===== src/rtl/mux_src_sequencer.sv =====
// mux_src_sequencer
//   Operand/select source for a WIDTH-bit 2:1 mux. Two operand registers are
//   loaded through a valid/ready handshake while idle. After a start, sel
//   alternates through run_len phases of DWELL cycles each. Then done pulses
//   for one cycle.
//
// Ports
//   clk, rst_n          clock (rising edge), asynchronous active-low reset
//   load_valid/ready    operand load handshake (ready only while idle)
//   load_a, load_b      operand values captured on an accepted load
//   start, run_len      begin a run of run_len phases (ignored if run_len==0)
//   abort               end a run at once, with no done pulse
//   a, b, sel           to the mux a/b/sel inputs
//   busy, done          run in progress / one-cycle completion pulse
//   phase_cnt           phases completed in the current or last run
module mux_src_sequencer #(
  parameter int WIDTH = 4,
  parameter int DWELL = 10,
  parameter int CNT_W = 8
) (
  input  logic             clk,
  input  logic             rst_n,
  input  logic             load_valid,
  output logic             load_ready,
  input  logic [WIDTH-1:0] load_a,
  input  logic [WIDTH-1:0] load_b,
  input  logic             start,
  input  logic [CNT_W-1:0] run_len,
  input  logic             abort,
  output logic [WIDTH-1:0] a,
  output logic [WIDTH-1:0] b,
  output logic             sel,
  output logic             busy,
  output logic             done,
  output logic [CNT_W-1:0] phase_cnt
);

  localparam int DW_W = (DWELL > 1) ? $clog2(DWELL) : 1;
  localparam logic [DW_W-1:0] DW_LAST = DW_W'(DWELL - 1);

  typedef enum logic [1:0] {IDLE, RUN, DONE} state_t;

  state_t           state, state_nxt;
  logic [DW_W-1:0]  dwell, dwell_nxt;
  logic [CNT_W-1:0] len, len_nxt;
  logic [CNT_W-1:0] phase_cnt_nxt;
  logic [WIDTH-1:0] a_nxt, b_nxt;
  logic             sel_nxt;
  logic [CNT_W:0]   phase_inc;
  logic             more_phases;

  // One extra bit so phase_cnt+1 cannot wrap before the compare.
  assign phase_inc   = {1'b0, phase_cnt} + (CNT_W+1)'(1);
  assign more_phases = phase_inc < {1'b0, len};

  // These decode the state register only, so they stay free of input paths.
  assign load_ready = (state == IDLE);
  assign busy       = (state == RUN);
  assign done       = (state == DONE);

  always_ff @(posedge clk or negedge rst_n) begin
    if (!rst_n) begin
      state     <= IDLE;
      dwell     <= '0;
      len       <= '0;
      phase_cnt <= '0;
      a         <= '0;
      b         <= '0;
      sel       <= 1'b0;
    end else begin
      state     <= state_nxt;
      dwell     <= dwell_nxt;
      len       <= len_nxt;
      phase_cnt <= phase_cnt_nxt;
      a         <= a_nxt;
      b         <= b_nxt;
      sel       <= sel_nxt;
    end
  end

  always_comb begin
    state_nxt     = state;
    dwell_nxt     = dwell;
    len_nxt       = len;
    phase_cnt_nxt = phase_cnt;
    a_nxt         = a;
    b_nxt         = b;
    sel_nxt       = sel;
    case (state)
      IDLE: begin
        if (load_valid) begin
          a_nxt = load_a;
          b_nxt = load_b;
        end
        if (start && (run_len != '0)) begin
          len_nxt       = run_len;
          phase_cnt_nxt = '0;
          dwell_nxt     = '0;
          sel_nxt       = 1'b0;
          state_nxt     = RUN;
        end
      end
      RUN: begin
        if (abort) begin
          // Abort wins over a coinciding phase end, so phase_cnt holds.
          sel_nxt   = 1'b0;
          state_nxt = IDLE;
        end else if (dwell == DW_LAST) begin
          dwell_nxt     = '0;
          phase_cnt_nxt = phase_inc[CNT_W-1:0];
          if (more_phases) begin
            sel_nxt = ~sel;
          end else begin
            sel_nxt   = 1'b0;
            state_nxt = DONE;
          end
        end else begin
          dwell_nxt = dwell + DW_W'(1);
        end
      end
      DONE: state_nxt = IDLE;
      default: state_nxt = IDLE;
    endcase
  end

endmodule

===== config.mk =====
export PLATFORM = sky130hd
export DESIGN_NAME = mux_src_sequencer
export DESIGN_NICKNAME = d
export VERILOG_FILES = /design/src/rtl/mux_src_sequencer.sv
export SDC_FILE = /design/constraint.sdc
export NUM_CORES = 1
export LEC_CHECK = 0
export ABC_CLOCK_PERIOD_IN_PS = 3200
export BUFFER_PORTS_ARGS = -buffer_cell sky130_fd_sc_hd__buf_4
export CAP_MARGIN = 20
export CELL_PAD_IN_SITES_DETAIL_PLACEMENT = 0
export CELL_PAD_IN_SITES_GLOBAL_PLACEMENT = 1
export CORE_MARGIN = 2
export CORE_UTILIZATION = 40
export CTS_CLUSTER_DIAMETER = 40
export DETAILED_ROUTE_END_ITERATION = 10
export PLACE_DENSITY_LB_ADDON = 0.1
export SLEW_MARGIN = 20
export SYNTH_ARGS = -nofsm -noshare
export SYNTH_HDL_FRONTEND = slang
export SYNTH_SLANG_ARGS = --single-unit

===== constraint.sdc =====
create_clock -name clk -period 3.2 [get_ports clk]
set_input_delay 0.16 -clock clk [delete_from_list [all_inputs] [get_ports clk]]
set_output_delay 0.16 -clock clk [all_outputs]
set_load 0.1 [all_outputs]

==> out/summary.log <==
[run_status] run status completed
[clock_tree] clock latency reported for the late side of the worst-skew pair 280 ps
[placement] final estimated routing congestion in global placement 0.742
[global_route] Remaining Overflow, GRT 0
[timing] final number of hold-violating endpoints 0
[timing] final critical-path required period 2460 ps
[route] final routed wire length divided by cell count 14.4 µm
[synth] library cell with the highest instance count after synthesis sky130_fd_sc_hd__dfrtp_1
[worst_setup_path] cells along the critical path ha_1 -> nand3_1 -> nor2_1 -> xor2_1 -> ha_1 -> a21oi_1 -> o22ai_1 -> a2111oi_2 -> a41o_1
[global_route] met1 track demand over resource 0.219
[synth] number of synthesized flops with an enable pin 0
[worst_hold_path] worst hold-check path type primary input to register
[global_route] maximum number of pins on one net before global-route repair 32
[global_route] met2 global-route usage 0.303
[global_route] antenna violations before repair 0
[floorplan] Ports 41
[floorplan] effective utilization at floorplan 0.418
[power] Gate power share 0.505
[timing] Tightest Pin Transition 1010 ps
[route] wire length reported by the detailed router 3740 µm
[job] max capacitance violation total 0
[synth] flip-flop and latch count after synthesis 31
[clock_tree] CTS tree done
[route] vias per cell 5.28
[power] sequential share of power 0.297
[global_route] wire length of the first global-routing pass 6090 µm
[route] number of remaining DRC errors 0
[power] Static Leakage 1.03 nW
[floorplan] die span in x 68.6 µm
[final_layout] fraction of layout cells with a size suffix above 1 0.295
[worst_setup_path] launching element type of the critical path register
[clock_tree] clk slew on worst S/H paths 60 ps
[clock_tree] number of cells upsized or downsized after cts 0
[clock_tree] CTS HTree Levels 2
[timing] Post-Route Skew 6.66 ps
[timing] RSZ-0062 raised after global routing no
[power] maximum vdd drop 0.000530 V
[route] remaining antenna violation count after routing 0
[power] sw frac 0.479
[clock_tree] cell at the root of the clock tree sky130_fd_sc_hd__clkbuf_8
[timing] max-slew violation count 0
[synth] biggest area consumer among synthesized cells sky130_fd_sc_hd__dfrtp_1
[worst_setup_path] crit-path most repeated cell sky130_fd_sc_hd__ha_1
[route] total vias in the final route 1374
[synth] synth warn 0
[global_route] met3 Track Usage GR 0.0438
[synth] Synth top cells by count 31 x sky130_fd_sc_hd__dfrtp_1, 20 x sky130_fd_sc_hd__nand2_1, 11 x sky130_fd_sc_hd__inv_1, 11 x sky130_fd_sc_hd__o21ai_0, 10 x sky130_fd_sc_hd__ha_1
[timing] total of endpoints with negative setup slack in the final report 0
[clock_tree] cts bufs inserted 5
[floorplan] die boundary height 68.6 µm
[timing] upper clock frequency limit 406 MHz
[timing] max_slew headroom 0.322
[worst_setup_path] required time reported for the critical path endpoint 3420 ps
[synth] FFs w/ async S/R, synth 1.00
[power] power density cells 938 nW/µm²
[worst_setup_path] highest cell delay on the worst timing path 440 ps
[timing] aggregate negative setup slack 0 ps
[timing] final clock period utilization by the worst path 0.769
[timing] Hold WS 98.0 ps
[worst_setup_path] arrival time reported for the critical path endpoint 2680 ps
[power] Internal Power 1.05 mW
[worst_setup_path] slack of the worst reg-to-reg path 740 ps
[synth] most common flop cell mapped by yosys sky130_fd_sc_hd__dfrtp_1
[synth] post-synthesis instance area 1670 µm²
[route] Initial DRT Pass Iterations 4
[floorplan] floorplan core area 4000 µm²
[synth] cell count after synthesis 167
[worst_setup_path] logic depth of the worst register-to-register path 9
[worst_hold_path] cell depth of the worst min-delay path 3
[worst_setup_path] Worst setup EP type register
[final_layout] post-layout net count 240
[synth] Mean Syn Cell Area 10.0 µm²
[placement] sum of net half-perimeters after detailed placement 2860 µm
[final_layout] number of fill cells in the layout 379
[synth] net count after synthesis 198
[synth] biggest area contributors in the synthesized netlist sky130_fd_sc_hd__dfrtp_1 46%, sky130_fd_sc_hd__ha_1 7.5%, sky130_fd_sc_hd__mux2_2 6.1%, sky130_fd_sc_hd__nand2_1 4.5%, sky130_fd_sc_hd__o21ai_0 3.3%
[worst_setup_path] path type of the worst setup path register to register
[clock_tree] number of clock sinks seen by CTS 31
[final_layout] post-layout utilization of the core 0.535
[global_route] vias in the first global route 1321
[synth] sequential fraction of the synthesis area 0.464
[placement] count of port buffers added during placement 40
[final_layout] total inserted antenna cells 0
[route] violation count after the first detailed-routing iteration 27
[global_route] All-Layer GR Usage 0.179
[synth] area share of the leading cell type in the synthesized netlist 0.464
[clock_tree] clock tree buffer depth 2
[floorplan] placement row count 23
[global_route] Most Crowded Layer GR met2
[worst_setup_path] highest-delay cell along the critical path sky130_fd_sc_hd__dfrtp_1
[final_layout] Area Growth Syn to Fin 28.1%
[power] power spent charging and discharging nets 961 µW
[synth] Distinct cells, synth 42
[floorplan] Die Outline Area 4710 µm²
[worst_setup_path] Crit Path Max Fanout 7
[power] clock power share 0.197
[final cells by class]
class	instances	area, µm²	area share
clock buffer	6	82.6	0.0386
clock inverter	2	35.0	0.0164
inverter	11	41.3	0.0193
multi-input combinational	118	825	0.385
sequential	31	776	0.363
tap	50	62.6	0.0292
timing repair buffer	42	318	0.149
[state kept, by name (all words and copies together), names as in the netlist]
signal and count:
sel 1, dwell 4, b 4, phase_cnt 8
len 8, a 4, state 2
[cell usage in the layout, fill, tap and decap left out, types with 3 or more instances in the layout]
cell type / count
sky130_fd_sc_hd__buf_4: 41
sky130_fd_sc_hd__dfrtp_1: 31
sky130_fd_sc_hd__nand2_1: 20
sky130_fd_sc_hd__inv_1: 11
sky130_fd_sc_hd__o21ai_0: 11
sky130_fd_sc_hd__ha_1: 10
sky130_fd_sc_hd__nor2_1: 9
sky130_fd_sc_hd__mux2_2: 9
sky130_fd_sc_hd__nand3_1: 8
sky130_fd_sc_hd__a21oi_1: 6
sky130_fd_sc_hd__clkbuf_8: 6
sky130_fd_sc_hd__nor3_1: 4
sky130_fd_sc_hd__xor2_1: 3
sky130_fd_sc_hd__xnor2_1: 3
sky130_fd_sc_hd__o2bb2ai_1: 3
[power by group through the flow]
stage                     clock [mW]  combinational [mW]  sequential [mW]
after floorplan                    0               0.385             1.01
after global placement             0                1.00            0.598
after detailed placement           0                1.02            0.604
after CTS                      0.403                1.02            0.596
after global routing           0.422                1.08            0.616
final                          0.396                1.01            0.597
[metrics by stage]
step	setup slack, ps	instances	total power [mW]	instance area (µm²)
3_3_place_gp	831	251	1.60	2000
6_report	740	260	2.01	2140
3_5_place_dp	744	251	1.62	2000
5_1_grt	490	260	2.12	2140
4_1_cts	721	260	2.02	2130
2_1_floorplan	237	167	1.39	1670
[metal layers]
layer,vias to the layer above,share of wire
li1,671,-
met1,672,0.44
met2,25,0.51
met3,6,0.033
met4,0,0.015
met5,-,0
[timing repair]
action                                 CTS  global route
setup buffers                            0             0
hold buffers                             1             0
endpoints found under the hold margin   31             0
[worst max-delay path: cells and delay by family, from the launching register on]
kind	cells	cell delay [ps]
AOI/OAI and AO/OA	4	880
xor gates and xnor gates	1	200
adders and majority gates	2	520
DFF	1	440
and+or+nand+nor	2	370
[cells by family (layout without fill, tap and decap cells)]
family | count (synthesis) | in the layout | share of synthesized area
AO/OA/AOI/OAI | 35 | 35 | 0.145
XOR/XNOR | 6 | 6 | 0.0315
adder cells (fa/ha/maj) | 10 | 10 | 0.0749
buffers and inverters | 18 | 61 | 0.0524
flip-flops | 31 | 31 | 0.464
multiplexers | 10 | 10 | 0.0667
AND/OR/NAND/NOR | 57 | 57 | 0.166
[worst paths after layout]
check,from,end
hold / removal,run_len[3],len[3]
setup reg to reg,phase_cnt[0],sel
hold reg to reg,a[2],a[2]
max in group asynchronous,rst_n,phase_cnt[0]
min in group asynchronous,rst_n,len[1]
setup / recovery,phase_cnt[0],sel
Note: power is estimated with default switching activity, not from simulation.
